**src/rtl/ram_dp_arbiter_if.sv**
```systemverilog
// Bundle of client-side request/grant signals and RAM-side port signals for ram_dp_arbiter.
// slave: arbiter view; master: client + RAM view.
interface ram_dp_arbiter_if #(
  parameter int DATA_W = 8,
  parameter int ADDR_W = 6
);
  logic [1:0]        wr_req;
  logic [ADDR_W-1:0] wr_addr0;
  logic [ADDR_W-1:0] wr_addr1;
  logic [DATA_W-1:0] wr_data0;
  logic [DATA_W-1:0] wr_data1;
  logic [1:0]        wr_gnt;
  logic [1:0]        rd_req;
  logic [ADDR_W-1:0] rd_addr0;
  logic [ADDR_W-1:0] rd_addr1;
  logic [1:0]        rd_gnt;
  logic [DATA_W-1:0] rd_data;
  logic [1:0]        rd_valid;
  logic              ram_we;
  logic [ADDR_W-1:0] ram_write_addr;
  logic [DATA_W-1:0] ram_data_in;
  logic [ADDR_W-1:0] ram_read_addr;
  logic [DATA_W-1:0] ram_data_out;

  modport slave (
    input  wr_req, wr_addr0, wr_addr1, wr_data0, wr_data1,
    input  rd_req, rd_addr0, rd_addr1, ram_data_out,
    output wr_gnt, rd_gnt, rd_data, rd_valid,
    output ram_we, ram_write_addr, ram_data_in, ram_read_addr
  );

  modport master (
    output wr_req, wr_addr0, wr_addr1, wr_data0, wr_data1,
    output rd_req, rd_addr0, rd_addr1, ram_data_out,
    input  wr_gnt, rd_gnt, rd_data, rd_valid,
    input  ram_we, ram_write_addr, ram_data_in, ram_read_addr
  );
endinterface

```
**src/rtl/ram_dp_arbiter.sv**
```systemverilog
// Round-robin arbiter sharing one dual-port RAM between two writers and two readers, with read-return tagging.
// Optional macro RAM_ARB_RAW_STALL_EN: stall a read that collides with the same-cycle write address.
module ram_dp_arbiter #(
  parameter int DATA_W = 8,
  parameter int ADDR_W = 6,
  parameter int RD_LAT = 2
) (
  input logic            clk,
  input logic            rst,
  ram_dp_arbiter_if.slave bus
);

  function automatic logic [1:0] rr_pick(input logic [1:0] req, input logic last);
    logic [1:0] gnt;
    case (req)
      2'b01:   gnt = 2'b01;
      2'b10:   gnt = 2'b10;
      2'b11:   gnt = last ? 2'b01 : 2'b10;
      default: gnt = 2'b00;
    endcase
    return gnt;
  endfunction

  logic              wr_last;
  logic              rd_last;
  logic [1:0]        wr_gnt_c;
  logic [1:0]        rd_pick;
  logic [1:0]        rd_gnt_c;
  logic              raw_hit;
  logic [ADDR_W-1:0] wr_addr_sel;
  logic [ADDR_W-1:0] rd_addr_sel;
  logic [ADDR_W-1:0] rd_addr_hold;
  logic [RD_LAT-1:0] tag_vld_p;
  logic [RD_LAT-1:0] tag_id_p;

  always_comb begin
    wr_gnt_c    = rst ? 2'b00 : rr_pick(bus.wr_req, wr_last);
    rd_pick     = rst ? 2'b00 : rr_pick(bus.rd_req, rd_last);
    wr_addr_sel = wr_gnt_c[1] ? bus.wr_addr1 : bus.wr_addr0;
    rd_addr_sel = rd_pick[1] ? bus.rd_addr1 : bus.rd_addr0;
`ifdef RAM_ARB_RAW_STALL_EN
    // Withholding the whole read port keeps return order trivially in issue order.
    raw_hit     = (|wr_gnt_c) && (|rd_pick) && (rd_addr_sel == wr_addr_sel);
`else
    raw_hit     = 1'b0;
`endif
    rd_gnt_c    = raw_hit ? 2'b00 : rd_pick;
  end

  assign bus.wr_gnt         = wr_gnt_c;
  assign bus.ram_we         = |wr_gnt_c;
  assign bus.ram_write_addr = wr_addr_sel;
  assign bus.ram_data_in    = wr_gnt_c[1] ? bus.wr_data1 : bus.wr_data0;
  assign bus.rd_gnt         = rd_gnt_c;
  assign bus.ram_read_addr  = (|rd_gnt_c) ? rd_addr_sel : rd_addr_hold;
  assign bus.rd_data        = bus.ram_data_out;

  // Pointers move only on a grant so idle cycles leave fairness untouched.
  always_ff @(posedge clk or posedge rst) begin
    if (rst) begin
      wr_last <= 1'b1;
      rd_last <= 1'b1;
    end else begin
      if (|wr_gnt_c) wr_last <= wr_gnt_c[1];
      if (|rd_gnt_c) rd_last <= rd_gnt_c[1];
    end
  end

  always_ff @(posedge clk) begin
    rd_addr_hold <= bus.ram_read_addr;
  end

  // Tag pipeline stage boundary: one {valid,id} entry per RAM read-latency cycle.
  always_ff @(posedge clk or posedge rst) begin
    if (rst) begin
      tag_vld_p <= '0;
    end else begin
      tag_vld_p[0] <= |rd_gnt_c;
      for (int i = 1; i < RD_LAT; i++) tag_vld_p[i] <= tag_vld_p[i-1];
    end
  end

  always_ff @(posedge clk) begin
    tag_id_p[0] <= rd_gnt_c[1];
    for (int i = 1; i < RD_LAT; i++) tag_id_p[i] <= tag_id_p[i-1];
  end

  assign bus.rd_valid = tag_vld_p[RD_LAT-1] ? (tag_id_p[RD_LAT-1] ? 2'b10 : 2'b01) : 2'b00;

endmodule

```
**src/flat_wrapper.sv**
```systemverilog
// flat-port wrapper written by rule: the top's interface ports become plain ports
module ram_dp_arbiter_flat 
#(
  parameter int DATA_W = 8,
  parameter int ADDR_W = 6,
  parameter int RD_LAT = 2
)
  (clk, rst, bus_wr_req, bus_wr_addr0, bus_wr_addr1, bus_wr_data0, bus_wr_data1, bus_rd_req, bus_rd_addr0, bus_rd_addr1, bus_ram_data_out, bus_wr_gnt, bus_rd_gnt, bus_rd_data, bus_rd_valid, bus_ram_we, bus_ram_write_addr, bus_ram_data_in, bus_ram_read_addr);
  ram_dp_arbiter_if #(.DATA_W(DATA_W), .ADDR_W(ADDR_W)) bus_i ();
  input logic clk;
  input logic rst;
  input wire logic [$bits(bus_i.wr_req)-1:0] bus_wr_req;
  input wire logic [$bits(bus_i.wr_addr0)-1:0] bus_wr_addr0;
  input wire logic [$bits(bus_i.wr_addr1)-1:0] bus_wr_addr1;
  input wire logic [$bits(bus_i.wr_data0)-1:0] bus_wr_data0;
  input wire logic [$bits(bus_i.wr_data1)-1:0] bus_wr_data1;
  input wire logic [$bits(bus_i.rd_req)-1:0] bus_rd_req;
  input wire logic [$bits(bus_i.rd_addr0)-1:0] bus_rd_addr0;
  input wire logic [$bits(bus_i.rd_addr1)-1:0] bus_rd_addr1;
  input wire logic [$bits(bus_i.ram_data_out)-1:0] bus_ram_data_out;
  output wire logic [$bits(bus_i.wr_gnt)-1:0] bus_wr_gnt;
  output wire logic [$bits(bus_i.rd_gnt)-1:0] bus_rd_gnt;
  output wire logic [$bits(bus_i.rd_data)-1:0] bus_rd_data;
  output wire logic [$bits(bus_i.rd_valid)-1:0] bus_rd_valid;
  output wire logic [$bits(bus_i.ram_we)-1:0] bus_ram_we;
  output wire logic [$bits(bus_i.ram_write_addr)-1:0] bus_ram_write_addr;
  output wire logic [$bits(bus_i.ram_data_in)-1:0] bus_ram_data_in;
  output wire logic [$bits(bus_i.ram_read_addr)-1:0] bus_ram_read_addr;
  assign bus_i.wr_req = bus_wr_req;
  assign bus_i.wr_addr0 = bus_wr_addr0;
  assign bus_i.wr_addr1 = bus_wr_addr1;
  assign bus_i.wr_data0 = bus_wr_data0;
  assign bus_i.wr_data1 = bus_wr_data1;
  assign bus_i.rd_req = bus_rd_req;
  assign bus_i.rd_addr0 = bus_rd_addr0;
  assign bus_i.rd_addr1 = bus_rd_addr1;
  assign bus_i.ram_data_out = bus_ram_data_out;
  assign bus_wr_gnt = bus_i.wr_gnt;
  assign bus_rd_gnt = bus_i.rd_gnt;
  assign bus_rd_data = bus_i.rd_data;
  assign bus_rd_valid = bus_i.rd_valid;
  assign bus_ram_we = bus_i.ram_we;
  assign bus_ram_write_addr = bus_i.ram_write_addr;
  assign bus_ram_data_in = bus_i.ram_data_in;
  assign bus_ram_read_addr = bus_i.ram_read_addr;
  ram_dp_arbiter #(.DATA_W(DATA_W), .ADDR_W(ADDR_W), .RD_LAT(RD_LAT)) u_core (.clk(clk), .rst(rst), .bus(bus_i));
endmodule
```
**config.mk**
```make
export PLATFORM = sky130hd
export DESIGN_NAME = ram_dp_arbiter_flat
export DESIGN_NICKNAME = d
export VERILOG_FILES = /design/src/rtl/ram_dp_arbiter_if.sv /design/src/rtl/ram_dp_arbiter.sv /design/src/flat_wrapper.sv
export SDC_FILE = /design/constraint.sdc
export NUM_CORES = 1
export LEC_CHECK = 0
export ABC_CLOCK_PERIOD_IN_PS = 1400
export BUFFER_PORTS_ARGS = -buffer_cell sky130_fd_sc_hd__buf_2
export CORE_AREA = 3 3 55 57
export DETAILED_ROUTE_END_ITERATION = 10
export DIE_AREA = 0 0 58 60
export PLACE_DENSITY = 0.81
export SETUP_SLACK_MARGIN = 0.3
export SYNTH_ARGS = -nofsm -noshare
export SYNTH_HDL_FRONTEND = slang
export SYNTH_SLANG_ARGS = --single-unit
```
**constraint.sdc**
```tcl
create_clock -name clk -period 1.4 [get_ports clk]
set_input_delay 0.28 -clock clk [delete_from_list [all_inputs] [get_ports clk]]
set_output_delay 0.28 -clock clk [all_outputs]
set_load 0.05 [all_outputs]
```
Word-level counts from Yosys, hierarchy flattened
Cells that the tools add are included.
{ "totals": {"reg_bits": 12, "input_bits": 54, "out_inout_bits": 35, "word_cells": 25} }
{ "op_classes": {"n_reduce_logical": 2, "n_eq_ne": 6, "n_mux": 12} }
{ "op_table": {"columns": ["cell", "n"], "rows": [
  ["$mux W6", 3],
  ["$mux W2", 6],
  ["$pmux W2 S3", 2],
  ["$eq A2 B2 Y1 const B", 4],
  ["$mux W8", 1],
  ["$eq A2 B1 Y1 const B", 2],
  ["$reduce_or A2 Y1", 2]
]} }

Depth between registers and ports, before layout
{ "logic_depth": {"depth_word": 5, "depth_mapped": 4, "ltp_nobuf": 3} }

Worst setup path after synthesis
No wires, ideal clock.
{ "synth_path": {"path_kind": "reg-to-output", "startpoint": "reg u_core.rd_last", "endpoint": "out bus_ram_read_addr[0]", "path_buffers": 0, "required_ns": 1.120, "path_stages_with_launch": 4, "arrival_ns": 1.768, "path_slack_ns": -0.648, "cell_sequence": "dfstp_2 -> inv_1 -> a21boi_2 -> a221o_1"} }
{ "synth_between": {"elab_chain_cells": 5, "elab_cells_between_ends": 6, "classes_between": "mux: 5; reduce/logical: 1"} }
{ "synth_lines": {"columns": ["item", "line_no", "source"], "rows": [
  ["start: declaration", "ram_dp_arbiter.sv:25", "logic rd_last;"],
  ["start signal: assignment", "ram_dp_arbiter.sv:65", "if (|rd_gnt_c) rd_last <= rd_gnt_c[1];"],
  ["$mux W2", "ram_dp_arbiter.sv:18", "2'b11: gnt = last ? 2'b01 : 2'b10;"],
  ["$pmux W2 S3", "ram_dp_arbiter.sv:15", "case (req)"],
  ["$mux W2", "ram_dp_arbiter.sv:38", "rd_pick = rst ? 2'b00 : rr_pick(bus.rd_req, rd_last);"],
  ["via bus_rd_gnt[0]", "flat_wrapper.sv:22", "output wire logic [$bits(bus_i.rd_gnt)-1:0] bus_rd_gnt;"],
  ["$reduce_or A2 Y1", "ram_dp_arbiter.sv:55", "assign bus.ram_read_addr = (|rd_gnt_c) ? rd_addr_sel : rd_addr_hold;"],
  ["$mux W6", "ram_dp_arbiter.sv:55", null],
  ["end: declaration", "flat_wrapper.sv:28", "output wire logic [$bits(bus_i.ram_read_addr)-1:0] bus_ram_read_addr;"]
]} }
The timed path passes the listed nets, and every way through them passes these cells.

Worst setup path after layout
{ "layout_path": {"startpoint": "reg u_core.wr_last", "endpoint": "out bus_ram_data_in[7]"} }
{ "layout_between": {"elab_chain_cells": 4} }
{ "layout_lines": {"columns": ["item", "line_no", "source"], "rows": [
  ["start: declaration", "ram_dp_arbiter.sv:24", "logic wr_last;"],
  ["start signal: assignment", "ram_dp_arbiter.sv:64", "if (|wr_gnt_c) wr_last <= wr_gnt_c[1];"],
  ["$mux W2", "ram_dp_arbiter.sv:18", null],
  ["$pmux W2 S3", "ram_dp_arbiter.sv:15", null],
  ["$mux W2", "ram_dp_arbiter.sv:37", "wr_gnt_c = rst ? 2'b00 : rr_pick(bus.wr_req, wr_last);"],
  ["$mux W8", "ram_dp_arbiter.sv:53", "assign bus.ram_data_in = wr_gnt_c[1] ? bus.wr_data1 : bus.wr_data0;"],
  ["end: declaration", "flat_wrapper.sv:27", "output wire logic [$bits(bus_i.ram_data_in)-1:0] bus_ram_data_in;"]
]} }
No other way between the ends.

==> results.toml <==
[status]
outcome = "complete, but fails checks"
failed_checks = "setup timing"

[sta]
timing_worst_slew_pin_value_ps = 388.0
highest_clock_frequency_the_design_can_meet_mhz = 547.8
unrepaired_setup_endpoints_after_global_routing = "yes"
clock-skew-final_ps = 0.7374
setup_viol_count_final = 24
final-hold-violation-count = 0
timing.max_slew.rel_slack_pct = 74.08
post-route-min-period_ps = 1825
finalMaxSlewViolations = 0
final.setup.worst_slack_ps = -425.4
hold_ws_ps = 52.90
final.period_utilization_pct = 130.4

[yosys]
syn-instance-count = 69
synth_top_cells_by_count = "mux2_4, buf_4, dfxtp_1"
synth-edff-count = 0
synth-warning-count = 0
netlist-cell-type-count = 20
synthesis.area_sq_um = 770.7
synth_flop_cell = "dfxtp_1"
ys_top_cells_by_area = "dfxtp_1, mux2_4, a221o_1"
synth_area_leader_cell = "dfxtp_1"
netlist.area_leader.share_pct = 20.78
synth-async-reset-ratio_pct = 33.33
synth.net_count = 123
postSynthRegisterBits = 12
postSynthAreaPerCell_sq_um = 11.17
synth-seq-area-share_pct = 34.09
synth.most_common_cell = "mux2_4"

[global_route]
number_of_antenna_violations_at_the_first_check_in_global_routing = 0
vias_in_the_first_global_route = 861
gr-usage-all-layers_pct = 14.63
grt_first_pass_wirelength_um = 3870
grt_overflow = 0
grt_start_max_net_pins = 9

[placed_design]
post_detailed_placement_half_perimeter_wirelength_um = 1905
place_area_sq_mm = 0.001206
portBuffers = 72
routabilityCongestion = 0.7331

[clock_network]
holdBufCountCts = 0
numClockSinks = 12
clock_insertion_delay_worst_skew_ps = 280
cts.clk_slew.worst_paths_ps = 80
clockBufferDepth = 2
htreeDepth = 1
buffer_cell_driving_the_clock_tree_root = "clkbuf_4"
cts_inserted_buffers = 3
tritoncts = "done"

[pwr]
netSwitchingPower_mw = 0.5958
cell_internal_pwr_mw = 0.9311
sw_frac_of_total_pct = 39.02
seqPwrFrac_pct = 27.7
combPwrFrac_pct = 53.9
power_per_cell_area_mw_per_mm2 = 1007
p_clk_share_pct = 18.4
worst_voltage_drop_across_the_vdd_grid_mv = 0.7194
static-leakage-power_nw = 0.7995

[min_path]
timing.hold.worst.class = "in2async"

[floorplanning]
die_area_sq_mm = 0.003480
start_util_pct = 30.56
chipWidth_um = 58
rows = 18
die_height_um = 60
core_sq_mm = 0.002522
pin_count = 89

[routing]
wire_per_inst_um = 14.10
detailed_route_vias_per_instance = 4.722
wirelength_um = 2482
drtIter0Drc = 21
drtAntennaViolNets = 0
num_vias = 831
first_pass_iteration_count_of_the_detailed_router = 4
route.detailed.drc = 0

[cells_and_area]
multi_input_comb_area_sq_um = 509.2
fillerInstances = 203
post-route-util_pct = 60.12
seq_area_sq_um = 264.0
drive_gt1_share_pct = 83.56
finish.net_count = 201
final_design_area_no_fill_sq_mm = 0.001516
area.growth.synth_to_final_pct = 96.75
insertedDiodeCount = 0

[critical_path]
cp.required_ps = 1120
critical_path.reg2reg.startpoint = "u_core.rd_last"
cp.arrival_ps = 1550
timing.critical_path.to_type = "output pin"
worstRegToRegCells = 2
timing.critical_path.fanout_max = 8
start_kind = "flip-flop"
timing.critical_path.from = "u_core.wr_last"
critPathKind = "reg2out"

[flow_run]
maxCapViolCount = 0
-- cells in the final DEF, fill, tap and decap left out, types with 3 or more instances in the layout --
cell type and count:
inv_2 3, buf_6 20, a221o_2 6, buf_8 10, buf_4 8, and2_1 6
dfxtp_1 7, buf_2 43, mux2_4 14, clkbuf_4 3
-- layer usage --
metal  GRT usage (%)  vias up  part of all wire [%]
met5               0        -                     0
met4           5.960        0                   1.8
met3           4.752        5                    14
met2           29.03       65                    55
met1           13.56      373                    30
li1                -      388                     -
-- final timing paths --
path,to,slack (ps)
min in group clk,u_core.rd_addr_hold[5],260
hold / removal,u_core.tag_vld_p[1],50
hold reg to reg,u_core.tag_id_p[1],330
max in group asynchronous,u_core.wr_last,1130
setup reg to reg,u_core.rd_addr_hold[0],230
setup / recovery,bus_ram_data_in[7],-430
-- what timing repair did --
item                                    in CTS  in global routing
endpoints found under the setup margin      33                 33
pin swaps                                    9                  2
setup buffers                                0                  2
cloned                                       1                  0
gates resized for setup                     67                 10
-- per-stage QoR --
step | instances | setup slack [ps] | total power, mW | setup TNS (ps)
after floorplan | 69 | -296.5 | 0.9666 | -3630
after global placement | 169 | -242.4 | 1.062 | -4812
after detailed placement | 169 | -271.4 | 1.078 | -5302
after CTS | 174 | -445.9 | 1.507 | -9010
after global routing | 176 | -477.6 | 1.598 | -10080
final | 176 | -425.4 | 1.527 | -8622
-- worst max-delay path: stages, from the launching register on --
cell	delay, ps
dfstp_2	570
a21o_4	210
mux2_4	320
buf_6	150
-- cells by family after synthesis --
group / Yosys count / synth area share [%]
simple gates: 16 / 12.66
buf+inv: 14 / 12.83
compound gates: 13 / 15.58
flops: 12 / 34.09
mux: 14 / 24.84
-- registers in the layout (all words and copies together) (netlist names) --
register             count
u_core.wr_last           1
u_core.rd_last           1
u_core.tag_id_p          2
u_core.tag_vld_p         2
u_core.rd_addr_hold      6
-- power by group through the flow --
stage	Sequential (mW)	Combinational (mW)	Clock (mW)
after floorplan	0.424	0.543	0
after global placement	0.423	0.638	0
after detailed placement	0.425	0.653	0
after CTS	0.423	0.794	0.291
after global routing	0.429	0.867	0.302
final	0.422	0.824	0.281
-- area by class of cell --
| type | instances | share of cell area (%) |
|---|---|---|
| Multi-Input combinational cell | 44 | 33.58 |
| Tap cell | 30 | 2.475 |
| Clock buffer | 4 | 2.393 |
| Timing Repair Buffer | 81 | 42.90 |
| Inverter | 5 | 1.238 |
| Sequential cell | 12 | 17.41 |
(Power assumes the default switching activity.)
